### config.mk
export PLATFORM = sky130hd
export DESIGN_NAME = pmem_loader
export DESIGN_NICKNAME = d
export VERILOG_FILES = /design/src/rtl/tdc_pkg.sv /design/src/rtl/bf_char_encoder.sv /design/src/rtl/pmem_loader.sv
export SDC_FILE = /design/constraint.sdc
export NUM_CORES = 1
export LEC_CHECK = 0
export ABC_AREA = 1
export BUFFER_PORTS_ARGS = -buffer_cell sky130_fd_sc_hd__buf_2
export CAP_MARGIN = 10
export CELL_PAD_IN_SITES_DETAIL_PLACEMENT = 1
export CELL_PAD_IN_SITES_GLOBAL_PLACEMENT = 2
export CORE_UTILIZATION = 33
export CTS_BUF_LIST = sky130_fd_sc_hd__clkbuf_4
export CTS_CLUSTER_DIAMETER = 40
export DETAILED_ROUTE_END_ITERATION = 16
export GPL_TIMING_DRIVEN = 0
export PLACE_DENSITY = 0.8
export SLEW_MARGIN = 20
export SYNTH_ARGS = -nofsm -noshare
export SYNTH_HDL_FRONTEND = slang
export SYNTH_SLANG_ARGS = --single-unit
export TNS_END_PERCENT = 50
### constraint.sdc
create_clock -name clock -period 2.3 [get_ports clock]
set_clock_uncertainty 0.2 [all_clocks]
set_input_delay 0.345 -clock clock [delete_from_list [all_inputs] [get_ports clock]]
set_output_delay 0.345 -clock clock [all_outputs]
set_load 0.02 [all_outputs]
### src/rtl/tdc_pkg.sv
// Shared definitions for the program loader and the core's decoder.
//   - 3-bit opcode values for the eight Brainfuck commands
//   - loader FSM state encoding
//   - loader error codes reported on err_code
package tdc_pkg;

  localparam logic [2:0] OP_INC   = 3'd0;  // +
  localparam logic [2:0] OP_DEC   = 3'd1;  // -
  localparam logic [2:0] OP_RIGHT = 3'd2;  // >
  localparam logic [2:0] OP_LEFT  = 3'd3;  // <
  localparam logic [2:0] OP_JZ    = 3'd4;  // [
  localparam logic [2:0] OP_JNZ   = 3'd5;  // ]
  localparam logic [2:0] OP_CIN   = 3'd6;  // ,
  localparam logic [2:0] OP_COUT  = 3'd7;  // .

  typedef enum logic [1:0] {
    LD_IDLE  = 2'd0,
    LD_LOAD  = 2'd1,
    LD_DONE  = 2'd2,
    LD_ERROR = 2'd3
  } ld_state_e;

  localparam logic [1:0] ERR_NONE      = 2'd0;
  localparam logic [1:0] ERR_UNMATCHED = 2'd1;  // ] with nothing open
  localparam logic [1:0] ERR_UNCLOSED  = 2'd2;  // terminator with [ still open
  localparam logic [1:0] ERR_OVERFLOW  = 2'd3;  // program too long or nested too deep

endpackage

### src/rtl/bf_char_encoder.sv
// Combinational classifier for one source byte.
// Ports:
//   i_data     ASCII source byte
//   o_is_cmd   byte is one of the eight command characters
//   o_is_open  byte is '['
//   o_is_close byte is ']'
//   o_is_end   byte is the 0x00 terminator
//   o_opcode   encoded opcode (0 when not a command)
module bf_char_encoder
  import tdc_pkg::*;
(
  input  logic [7:0] i_data,
  output logic       o_is_cmd,
  output logic       o_is_open,
  output logic       o_is_close,
  output logic       o_is_end,
  output logic [2:0] o_opcode
);

  always_comb begin
    o_is_cmd   = 1'b1;
    o_is_open  = 1'b0;
    o_is_close = 1'b0;
    o_is_end   = 1'b0;
    o_opcode   = OP_INC;
    case (i_data)
      8'h2B: o_opcode = OP_INC;    // +
      8'h2D: o_opcode = OP_DEC;    // -
      8'h3E: o_opcode = OP_RIGHT;  // >
      8'h3C: o_opcode = OP_LEFT;   // <
      8'h5B: begin                 // [
        o_opcode  = OP_JZ;
        o_is_open = 1'b1;
      end
      8'h5D: begin                 // ]
        o_opcode   = OP_JNZ;
        o_is_close = 1'b1;
      end
      8'h2C: o_opcode = OP_CIN;    // ,
      8'h2E: o_opcode = OP_COUT;   // .
      8'h00: begin
        o_is_cmd = 1'b0;
        o_is_end = 1'b1;
      end
      default: o_is_cmd = 1'b0;    // comment byte
    endcase
  end

endmodule

### src/rtl/pmem_loader.sv
// Loads Brainfuck source text into the core's 3-bit program memory.
// Command characters are encoded and written from address 0 upward,
// bracket balance and program length are checked, and the core is kept
// in reset until a complete, valid program has been written.
// Ports:
//   clock, reset_n    clock (rising edge) and asynchronous active-low reset
//   start             one-cycle pulse that begins a load
//   in_valid/in_data  source byte stream; 0x00 terminates the program
//   in_ready          byte is accepted when in_valid && in_ready
//   pmem_we/addr/data program memory write port, one strobe per opcode
//   core_hold         keeps the core in reset (low only after a good load)
//   done / error      load result levels; err_code gives the reason
//   prog_len          number of opcodes written so far
module pmem_loader
  import tdc_pkg::*;
#(
  parameter int PMEM_DEPTH = 65536,
  parameter int MAX_NEST   = 255
) (
  input  logic        clock,
  input  logic        reset_n,
  input  logic        start,
  input  logic        in_valid,
  input  logic [7:0]  in_data,
  output logic        in_ready,
  output logic        pmem_we,
  output logic [15:0] pmem_addr,
  output logic [2:0]  pmem_data_write,
  output logic        core_hold,
  output logic        done,
  output logic        error,
  output logic [1:0]  err_code,
  output logic [16:0] prog_len
);

  localparam logic [16:0] LEN_MAX  = 17'(PMEM_DEPTH);
  localparam logic [7:0]  NEST_MAX = 8'(MAX_NEST);

  ld_state_e   r_state;
  logic [16:0] r_len;
  logic [7:0]  r_depth;
  logic        r_ready;
  logic        r_we;
  logic [15:0] r_addr;
  logic [2:0]  r_data;
  logic        r_hold;
  logic        r_done;
  logic        r_error;
  logic [1:0]  r_err_code;

  logic        w_is_cmd;
  logic        w_is_open;
  logic        w_is_close;
  logic        w_is_end;
  logic [2:0]  w_opcode;
  logic        w_accept;

  bf_char_encoder u_enc (
    .i_data     (in_data),
    .o_is_cmd   (w_is_cmd),
    .o_is_open  (w_is_open),
    .o_is_close (w_is_close),
    .o_is_end   (w_is_end),
    .o_opcode   (w_opcode)
  );

  assign w_accept = in_valid && r_ready;

  always_ff @(posedge clock or negedge reset_n) begin
    if (!reset_n) begin
      r_state    <= LD_IDLE;
      r_len      <= '0;
      r_depth    <= '0;
      r_ready    <= 1'b0;
      r_we       <= 1'b0;
      r_addr     <= '0;
      r_data     <= '0;
      r_hold     <= 1'b1;
      r_done     <= 1'b0;
      r_error    <= 1'b0;
      r_err_code <= ERR_NONE;
    end else begin
      r_we <= 1'b0;
      case (r_state)
        LD_IDLE, LD_DONE, LD_ERROR: begin
          // in_ready is still low this cycle, so a byte offered alongside
          // start is not taken; the first byte lands on the next edge.
          if (start) begin
            r_state    <= LD_LOAD;
            r_len      <= '0;
            r_depth    <= '0;
            r_err_code <= ERR_NONE;
            r_ready    <= 1'b1;
            r_done     <= 1'b0;
            r_error    <= 1'b0;
            r_hold     <= 1'b1;
          end
        end
        LD_LOAD: begin
          if (w_accept) begin
            if (w_is_end) begin
              r_ready <= 1'b0;
              if (r_depth == 8'd0) begin
                r_state <= LD_DONE;
                r_done  <= 1'b1;
                r_hold  <= 1'b0;
              end else begin
                r_state    <= LD_ERROR;
                r_error    <= 1'b1;
                r_err_code <= ERR_UNCLOSED;
              end
            end else if (w_is_cmd) begin
              // Length is checked first so the address can never wrap.
              if ((r_len == LEN_MAX) || (w_is_open && (r_depth == NEST_MAX))) begin
                r_state    <= LD_ERROR;
                r_ready    <= 1'b0;
                r_error    <= 1'b1;
                r_err_code <= ERR_OVERFLOW;
              end else if (w_is_close && (r_depth == 8'd0)) begin
                r_state    <= LD_ERROR;
                r_ready    <= 1'b0;
                r_error    <= 1'b1;
                r_err_code <= ERR_UNMATCHED;
              end else begin
                r_we    <= 1'b1;
                r_addr  <= r_len[15:0];
                r_data  <= w_opcode;
                r_len   <= r_len + 17'd1;
                if (w_is_open)  r_depth <= r_depth + 8'd1;
                if (w_is_close) r_depth <= r_depth - 8'd1;
              end
            end
          end
        end
        default: r_state <= LD_IDLE;
      endcase
    end
  end

  assign in_ready        = r_ready;
  assign pmem_we         = r_we;
  assign pmem_addr       = r_addr;
  assign pmem_data_write = r_data;
  assign core_hold       = r_hold;
  assign done            = r_done;
  assign error           = r_error;
  assign err_code        = r_err_code;
  assign prog_len        = r_len;

endmodule
==> results.cfg, run 1 <==
[placement]
dp_slack_ns = -0.354
io_buffers = 54
hpwl_um = 7550
dpl.cell_count = 655
gp_congestion = 0.802
place_area_sq_um = 3770

[worst_setup_path]
cp_common_cell = nand2_1
crit_slowest_cell = dfrtp_1
cpPeakStageDelay_ns = 0.47
worstSetupPathType = register to register
cp_data_required_time_ns = 2.38
path_buf_inv = 4
crit_arrival_ns = 2.17
start_kind = register
cp_max_fo = 10
cp-end-kind = register
crit_family = simple AND/OR/NAND/NOR gates
crit_chain = inv_2, ha_2, nand2_1, inv_1, nand2_1, nor2_2, nand2_2, nand3_2, nor2_4, nand2_4, buf_6, buf_6, nand3_1, nand2_1

[yosys]
ys_types = 31
syn-num-nets = 489
netlist_area_sq_um = 3330
ys_seq_area_frac = 0.399
synth_edf_count = 0
synth_cells = 468
ys.flop_type = dfrtp_1
synthArstFlopShare = 1.00
yosysWarnings = 0
avgSynthCellArea_sq_um = 7.11
ys_ff_latch = 53

[grt]
grt_pass1_wl_um = 16500
grt_overflow_total = 0
grt.total_usage = 0.204
antenna_found_initial = 0
first_global_vias = 3320
grt_start_max_net_pins = 54

[clock_tree]
clock_tree.buffer_depth = 2
cts_inserted_buffers = 5
h-tree-depth = 2
cts.clk_slew.worst_paths_ns = 0.16
cts_sinks = 53
cts_tree = done
clock_latency_ns = 0.37
root_buffer = clkbuf_4

[run_status]
outcome = completed

[floorplan]
core_region_area_sq_um = 9770
rows = 36
initial_utilization = 0.341
fp.dieW_um = 102
die_area_sq_um = 10500
io_pins = 55
fp.dieH_um = 102

[sta]
setup_ws_ns = 0.205
rsz0062_at_grt = no
tightest_slew_ns = 0.695
final_hold_viol_count = 0
slew_violations = 0
period_needed_ns = 2.10
finalSetupViolCount = 0
post-route-period-util = 0.911
fmax_ghz = 0.477
whs_ns = 0.130
timing.slew.headroom = 0.537
setup-tns-final_ns = 0

[cells_and_area]
fin_util = 0.401
fin_cells = 669
fillers = 1278
drive_gt1_frac = 0.207
ff_latch_area_sq_um = 1330
final_area_sq_um = 3920
diodes = 0
layout_common_cells = 164 x nand2_1, 64 x buf_2, 61 x nor2_1, 52 x dfrtp_1, 38 x nand3_1
multi_input_area_sq_um = 1770
nets = 556
final_common_cell = nand2_1
area_delta_synth_final_pct = 17.6

[routing]
vias = 3220
drc = 0
wl_per_cell_um = 14.8
first_iter_violations = 84
vias_per_cell = 4.81
drt_first_pass_iters = 4
wl_um = 9870
ant_nets = 0

[pwr]
p_per_area_nw_per_um2 = 567
leakage_nw = 2.21
ir_drop_mv = 0.409
power_mw = 2.22

[min_path]
hp-class = input pin to register

[run]
drv_cap = 0
## worst min-delay path: stages
cell and delay, ns:
buf_2 0.14, nand3_1 0.11, o21ai_0 0.08
## path summary, 6_finish.rpt
kind                            slack [ns]         from            endpoint  depth (start not counted)
worst max-delay path                  0.20  prog_len[0]        prog_len[15]                         14
worst min-delay path                  0.13   in_data[5]  pmem_data_write[1]                          3
worst max register to register        0.20  prog_len[0]        prog_len[15]                         14
worst min register to register        0.28    core_hold           core_hold                          2
max in group asynchronous             1.10      reset_n         err_code[1]                          2
min in group asynchronous             0.34      reset_n             pmem_we                          2
## registers in the layout (all words and copies together), names as in the netlist, 2 cells and up
signal,flops
pmem_data_write,3
prog_len,17
err_code,2
r_state,2
r_depth,8
pmem_addr,16
## power breakdown
part	switching, mW	leakage [nW]	internal (mW)
sequential	0.0522	0.725	1.01
clock	0.308	0.0326	0.117
combinational	0.542	1.45	0.190
## cell families after synthesis
group | Yosys count | share of synthesized area
compound gates | 24 | 0.0470
fa+ha+maj | 9 | 0.0361
xor+xnor | 15 | 0.0395
buf+inv | 57 | 0.0770
flops | 53 | 0.399
simple gates | 310 | 0.402
## cell type report
cell class                      count  share of cell area
Multi-Input combinational cell    358               0.453
Clock inverter                      3             0.00447
Clock buffer                        5             0.00959
Buffer                             18              0.0288
Timing Repair Buffer               60              0.0850
Inverter                           39              0.0374
Sequential cell                    53               0.339
Tap cell                          133              0.0425
## layer usage
metal	share of wire	wire length, um	track usage
met1	0.49	4850	0.287
met2	0.48	4730	0.342
met3	0.024	232	0.0239
met4	0.0062	61	0.0297
met5	0	0	0
## what timing repair did
action                     4_1_cts  5_1_grt
setup endpoints to repair       19       25
pin swaps                        1        2
hold buffers                     1        0
resized for setup                1        9
setup buffers                    2        3
hold endpoints to repair        52        0
## synthesized netlist by cell type (2+ instances only)
cell type | instances | area [sq um]
a21oi_1 | 5 | 25.0
nand3_1 | 38 | 190
nand2_2 | 6 | 37.5
nand2_1 | 164 | 616
nor2_1 | 63 | 236
nor3b_1 | 2 | 15.0
nor3_1 | 2 | 10.0
nand4_1 | 26 | 163
o21ai_0 | 10 | 50.1
or2_2 | 2 | 12.5
clkbuf_1 | 3 | 11.3
inv_1 | 37 | 139
o21ai_2 | 6 | 52.6
xor2_1 | 13 | 114
buf_6 | 4 | 45.0
nor2_2 | 4 | 25.0
buf_2 | 10 | 50.1
dfrtp_1 | 52 | 1300
xnor2_1 | 2 | 17.5
ha_1 | 8 | 100
No activity file was read; power rests on OpenSTA's default activity.
==> inputs of run 2 (changes only) <==
- CORE_MARGIN: not set -> 5
==> results.cfg, run 2 (synthesis gave the netlist of run 1 again) <==
[sta]
setup-tns-final_ns = 0
setup_ws_ns = 0.175
fmax_ghz = 0.471
finalSetupViolCount = 0
tightest_slew_ns = 0.697
final_hold_viol_count = 0
timing.slew.headroom = 0.535
whs_ns = 0.0792
post-route-period-util = 0.924
period_needed_ns = 2.12
slew_violations = 0
rsz0062_at_grt = yes

[routing]
ant_nets = 0
top_layer = met4
drt_first_pass_iters = 4
wl_um = 9790
wl_per_cell_um = 14.7
vias_per_cell = 4.80
vias = 3196
m1WireLength_um = 4990
wl_met3_um = 293
drc = 0
met2_length_um = 4420
first_iter_violations = 90

[floorplan]
die_area_sq_um = 12200
fp.dieH_um = 110
fp.dieW_um = 110
initial_utilization = 0.339
core_region_area_sq_um = 9820
io_pins = 55
rows = 36

[run]
drv_cap = 0

[worst_setup_path]
cp_data_required_time_ns = 2.44
start_kind = register
cp-end-kind = register
worst-r2r-cell-count = 13
crit_slowest_cell = dfrtp_2
cp_max_fo = 8
r2r-start = prog_len[0]
worstSetupPathType = register to register
r2r_slack_ns = 0.18
crit_chain = inv_1, ha_1, nand2_1, inv_1, nand2_1, nor2_1, nand2_2, nand3_2, nor2_4, buf_4, o21ai_4, nand2_1, nand2_1
crit_arrival_ns = 2.26
cpPeakStageDelay_ns = 0.48
reg2reg_to = r_depth[5]
cp_common_cell = nand2_1

[grt]
grt_start_max_net_pins = 54
grt.total_usage = 0.163
first_global_vias = 3294
grt_overflow_total = 0
antenna_found_initial = 0
grt_pass1_wl_um = 16800

[cells_and_area]
layout_common_cells = 164 x nand2_1, 62 x nor2_1, 62 x buf_2, 51 x dfrtp_1, 38 x nand3_1
diodes = 0
drive_gt1_frac = 0.199
final_common_cell = nand2_1
nets = 553
area_delta_synth_final_pct = 17.0
multi_input_area_sq_um = 1770
final_area_sq_um = 3890
ff_latch_area_sq_um = 1330
largest_reg_flops = 17
fin_cells = 666
fin_util = 0.397
fillers = 1303

[clock_tree]
cts_inserted_buffers = 5
cts_sinks = 53
h-tree-depth = 2
clock_latency_ns = 0.41
cts.clk_slew.worst_paths_ns = 0.18
clock_tree.buffer_depth = 2
cts_tree = done
root_buffer = clkbuf_4

[pwr]
p_per_area_nw_per_um2 = 577
leakage_nw = 2.19
power_mw = 2.25
ir_drop_mv = 0.297

[placement]
place_area_sq_um = 3770
gp_congestion = 0.805
hpwl_um = 7620
dpl.cell_count = 655
dp_slack_ns = -0.315
io_buffers = 54

[run_status]
outcome = completed

[min_path]
holdPathStages = 4
hp-class = input pin to register
worstHoldEndpoint = r_state[1]
hp-start = start
## run 2: critical path: cells and delay by family (launching register included)
family	cells	cell delay, ns
fa+ha+maj	1	0.18
compound gates	1	0.23
simple gates	8	0.64
flops	1	0.48
buf+inv	3	0.32
## run 2: per-layer routing
metal	track usage	vias up
met5	0	-
met4	0.0296	0
met3	0.0274	7
met2	0.260	44
met1	0.235	1524
li1	-	1621
## run 2: final cells by class
class / count / share of cell area
Buffer: 18 / 0.0315
Clock buffer: 5 / 0.00964
Clock inverter: 3 / 0.00675
Inverter: 39 / 0.0376
Multi-Input combinational cell: 358 / 0.454
Sequential cell: 53 / 0.341
Tap cell: 133 / 0.0427
Timing Repair Buffer: 57 / 0.0765
## run 2: timing repair
action                                  4_1_cts  5_1_grt
setup buffers                                 2        0
endpoints found under the hold margin        52        0
resized for setup                             0        9
hold buffers                                  1        0
pin swaps                                     1        0
endpoints found under the setup margin       31       27
## run 2: worst max-delay path by stage
stage                start      endpoint  slack (ns)  cells past startpoint
3_3_place_gp    in_data[5]    r_depth[7]       -0.28                     13
6_report       prog_len[0]    r_depth[5]        0.18                     13
2_1_floorplan  prog_len[0]   prog_len[4]        0.18                     14
4_1_cts         r_state[1]  prog_len[13]       0.007                      8
5_1_grt        prog_len[0]  prog_len[16]       0.007                     14
3_5_place_dp    in_data[5]    r_depth[7]       -0.32                     14
## run 2: where the power goes
| part | switching [mW] | total (mW) | leakage (nW) | internal [mW] |
|---|---|---|---|---|
| Clock | 0.342 | 0.469 | 0.0358 | 0.128 |
| Sequential | 0.0521 | 1.06 | 0.724 | 1.01 |
| Combinational | 0.525 | 0.714 | 1.43 | 0.189 |
==> inputs of run 3 (changes only) <==
- PLACE_DENSITY: 0.8 -> 0.93
==> results.cfg, run 3 (synthesis gave the netlist of run 1 again) <==
[min_path]
worstHoldEndpoint = pmem_data_write[1]
holdPathStages = 3
hp-start = in_data[5]
hp-class = input pin to register

[placement]
dpl.cell_count = 655
io_buffers = 54
hpwl_um = 7550
gp_congestion = 0.859
place_area_sq_um = 3770

[routing]
first_iter_violations = 176
drt_first_pass_iters = 4
wl_um = 9820
ant_nets = 0
vias_per_cell = 4.84
wl_per_cell_um = 14.7
drc = 0
vias = 3232

[worst_setup_path]
r2r-start = prog_len[1]
cp-end-kind = register
r2r_slack_ns = 0.17
cp_data_required_time_ns = 2.44
reg2reg_to = prog_len[12]
start_kind = register
cp_max_fo = 10
worst-r2r-cell-count = 14
worstSetupPathType = register to register
crit_arrival_ns = 2.27

[clock_tree]
clock_tree.buffer_depth = 2
cts_inserted_buffers = 5
root_buffer = clkbuf_4
clock_latency_ns = 0.41
cts_tree = done
cts_sinks = 53
h-tree-depth = 2
cts.clk_slew.worst_paths_ns = 0.17

[cells_and_area]
drive_gt1_frac = 0.200
fillers = 1300
final_area_sq_um = 3890
area_delta_synth_final_pct = 16.9
final_common_cell = nand2_1
largest_reg_flops = 17
nets = 555
diodes = 0
layout_common_cells = 164 x nand2_1, 63 x buf_2, 62 x nor2_1, 52 x dfrtp_1, 38 x nand3_1
fin_cells = 668

[pwr]
clkPwrFrac = 0.206
p_per_area_nw_per_um2 = 578
combinationalPowerShare = 0.320
sw_frac_of_total = 0.414
power.switching_mw = 0.932
p_int_mw = 1.32
ir_drop_mv = 0.300
seqPwrFrac = 0.473
leakage_nw = 2.20

[grt]
global_route.usage.met2 = 0.253
grt_start_max_net_pins = 54
grt_pass1_wl_um = 16800
grt.total_usage = 0.163
use_met1 = 0.232
first_global_vias = 3380
grt_overflow_total = 0
antenna_found_initial = 0
use_met3 = 0.0306
top_usage_layer = met2

[sta]
final_hold_viol_count = 0
timing.slew.headroom = 0.535
slew_violations = 0
post-route-period-util = 0.926
tightest_slew_ns = 0.697
fmax_ghz = 0.470
rsz0062_at_grt = no
period_needed_ns = 2.13
finalSetupViolCount = 0

[run]
drv_cap = 0

[floorplan]
core_region_area_sq_um = 9820
initial_utilization = 0.339
fp.dieW_um = 110
fp.dieH_um = 110
die_area_sq_um = 12200
rows = 36
io_pins = 55

[run_status]
outcome = completed
run 3: cell types whose count changed in the layout (fill, tap and decap cells not counted), sizes merged:
cell	previous run	this run
buf	69	72
clkinvlp	0	1
clkbuf	10	9
clkinv	3	2
run 3: per-layer routing:
metal  up-vias  share of wire
li1       1617              -
met1      1536           0.49
met2        65           0.45
met3        14          0.042
met4         0          0.014
met5         -              0
run 3: cell type report:
class / instances / area (sq um) / share of cell area
buffer: 18 / 111 / 0.0286
clock buffer: 5 / 37.5 / 0.00964
clock inverter: 3 / 21.3 / 0.00546
inverter: 39 / 146 / 0.0376
multi-input combinational: 358 / 1770 / 0.455
sequential: 53 / 1330 / 0.341
tap: 133 / 166 / 0.0428
timing repair buffer: 59 / 313 / 0.0804
run 3: how the worst max path moves through the flow:
| stage | startpoint | to | slack, ns | depth (start not counted) |
|---|---|---|---|---|
| 2_1_floorplan | prog_len[0] | prog_len[4] | 0.18 | 14 |
| 3_3_place_gp | in_data[5] | r_depth[7] | -0.23 | 14 |
| 3_5_place_dp | in_data[5] | r_depth[7] | -0.29 | 14 |
| 4_1_cts | r_state[1] | prog_len[14] | 0.04 | 8 |
| 5_1_grt | prog_len[0] | prog_len[12] | 0.002 | 14 |
| 6_report | prog_len[1] | prog_len[12] | 0.17 | 14 |
run 3: metrics by stage:
stage | util | power [mW] | TNS (ns) | setup slack, ns | hold WS [ns]
2_1_floorplan | - | 1.52 | 0 | 0.181 | -0.151
3_3_place_gp | 0.384 | 1.74 | -0.628 | -0.234 | 0.250
3_5_place_dp | 0.384 | 1.78 | -1.44 | -0.294 | 0.247
4_1_cts | 0.392 | 2.24 | 0 | 0.0413 | 0.0842
5_1_grt | 0.396 | 2.40 | 0 | 0.00232 | 0.0994
6_report | 0.396 | 2.25 | 0 | 0.171 | 0.0894
run 3: repair_timing:
| item | CTS | global route |
|---|---|---|
| pin swaps | 1 | 0 |
| setup buffers | 2 | 2 |
| hold endpoints to repair | 52 | 0 |
| hold buffers | 1 | 0 |
| setup endpoints to repair | 10 | 28 |
| resized for setup | 0 | 5 |
run 3: critical path: stages, from the launching register on:
cell     delay, ns
dfrtp_1       0.45
inv_1         0.08
ha_1          0.20
nand2_1       0.06
inv_1         0.04
nand2_1       0.06
nor2_2        0.04
nand2_2       0.09
nand3_2       0.12
nor2_4        0.16
nand2_4       0.07
nand2_2       0.09
buf_2         0.25
nand2_1       0.08
nand2_1       0.06
run 3: power groups by stage:
stage | Combinational (mW) | Sequential, mW | Clock, mW
6_report | 0.721 | 1.07 | 0.464
3_3_place_gp | 0.662 | 1.08 | 0
4_1_cts | 0.699 | 1.07 | 0.476
5_1_grt | 0.812 | 1.08 | 0.509
3_5_place_dp | 0.694 | 1.08 | 0
2_1_floorplan | 0.398 | 1.12 | 0
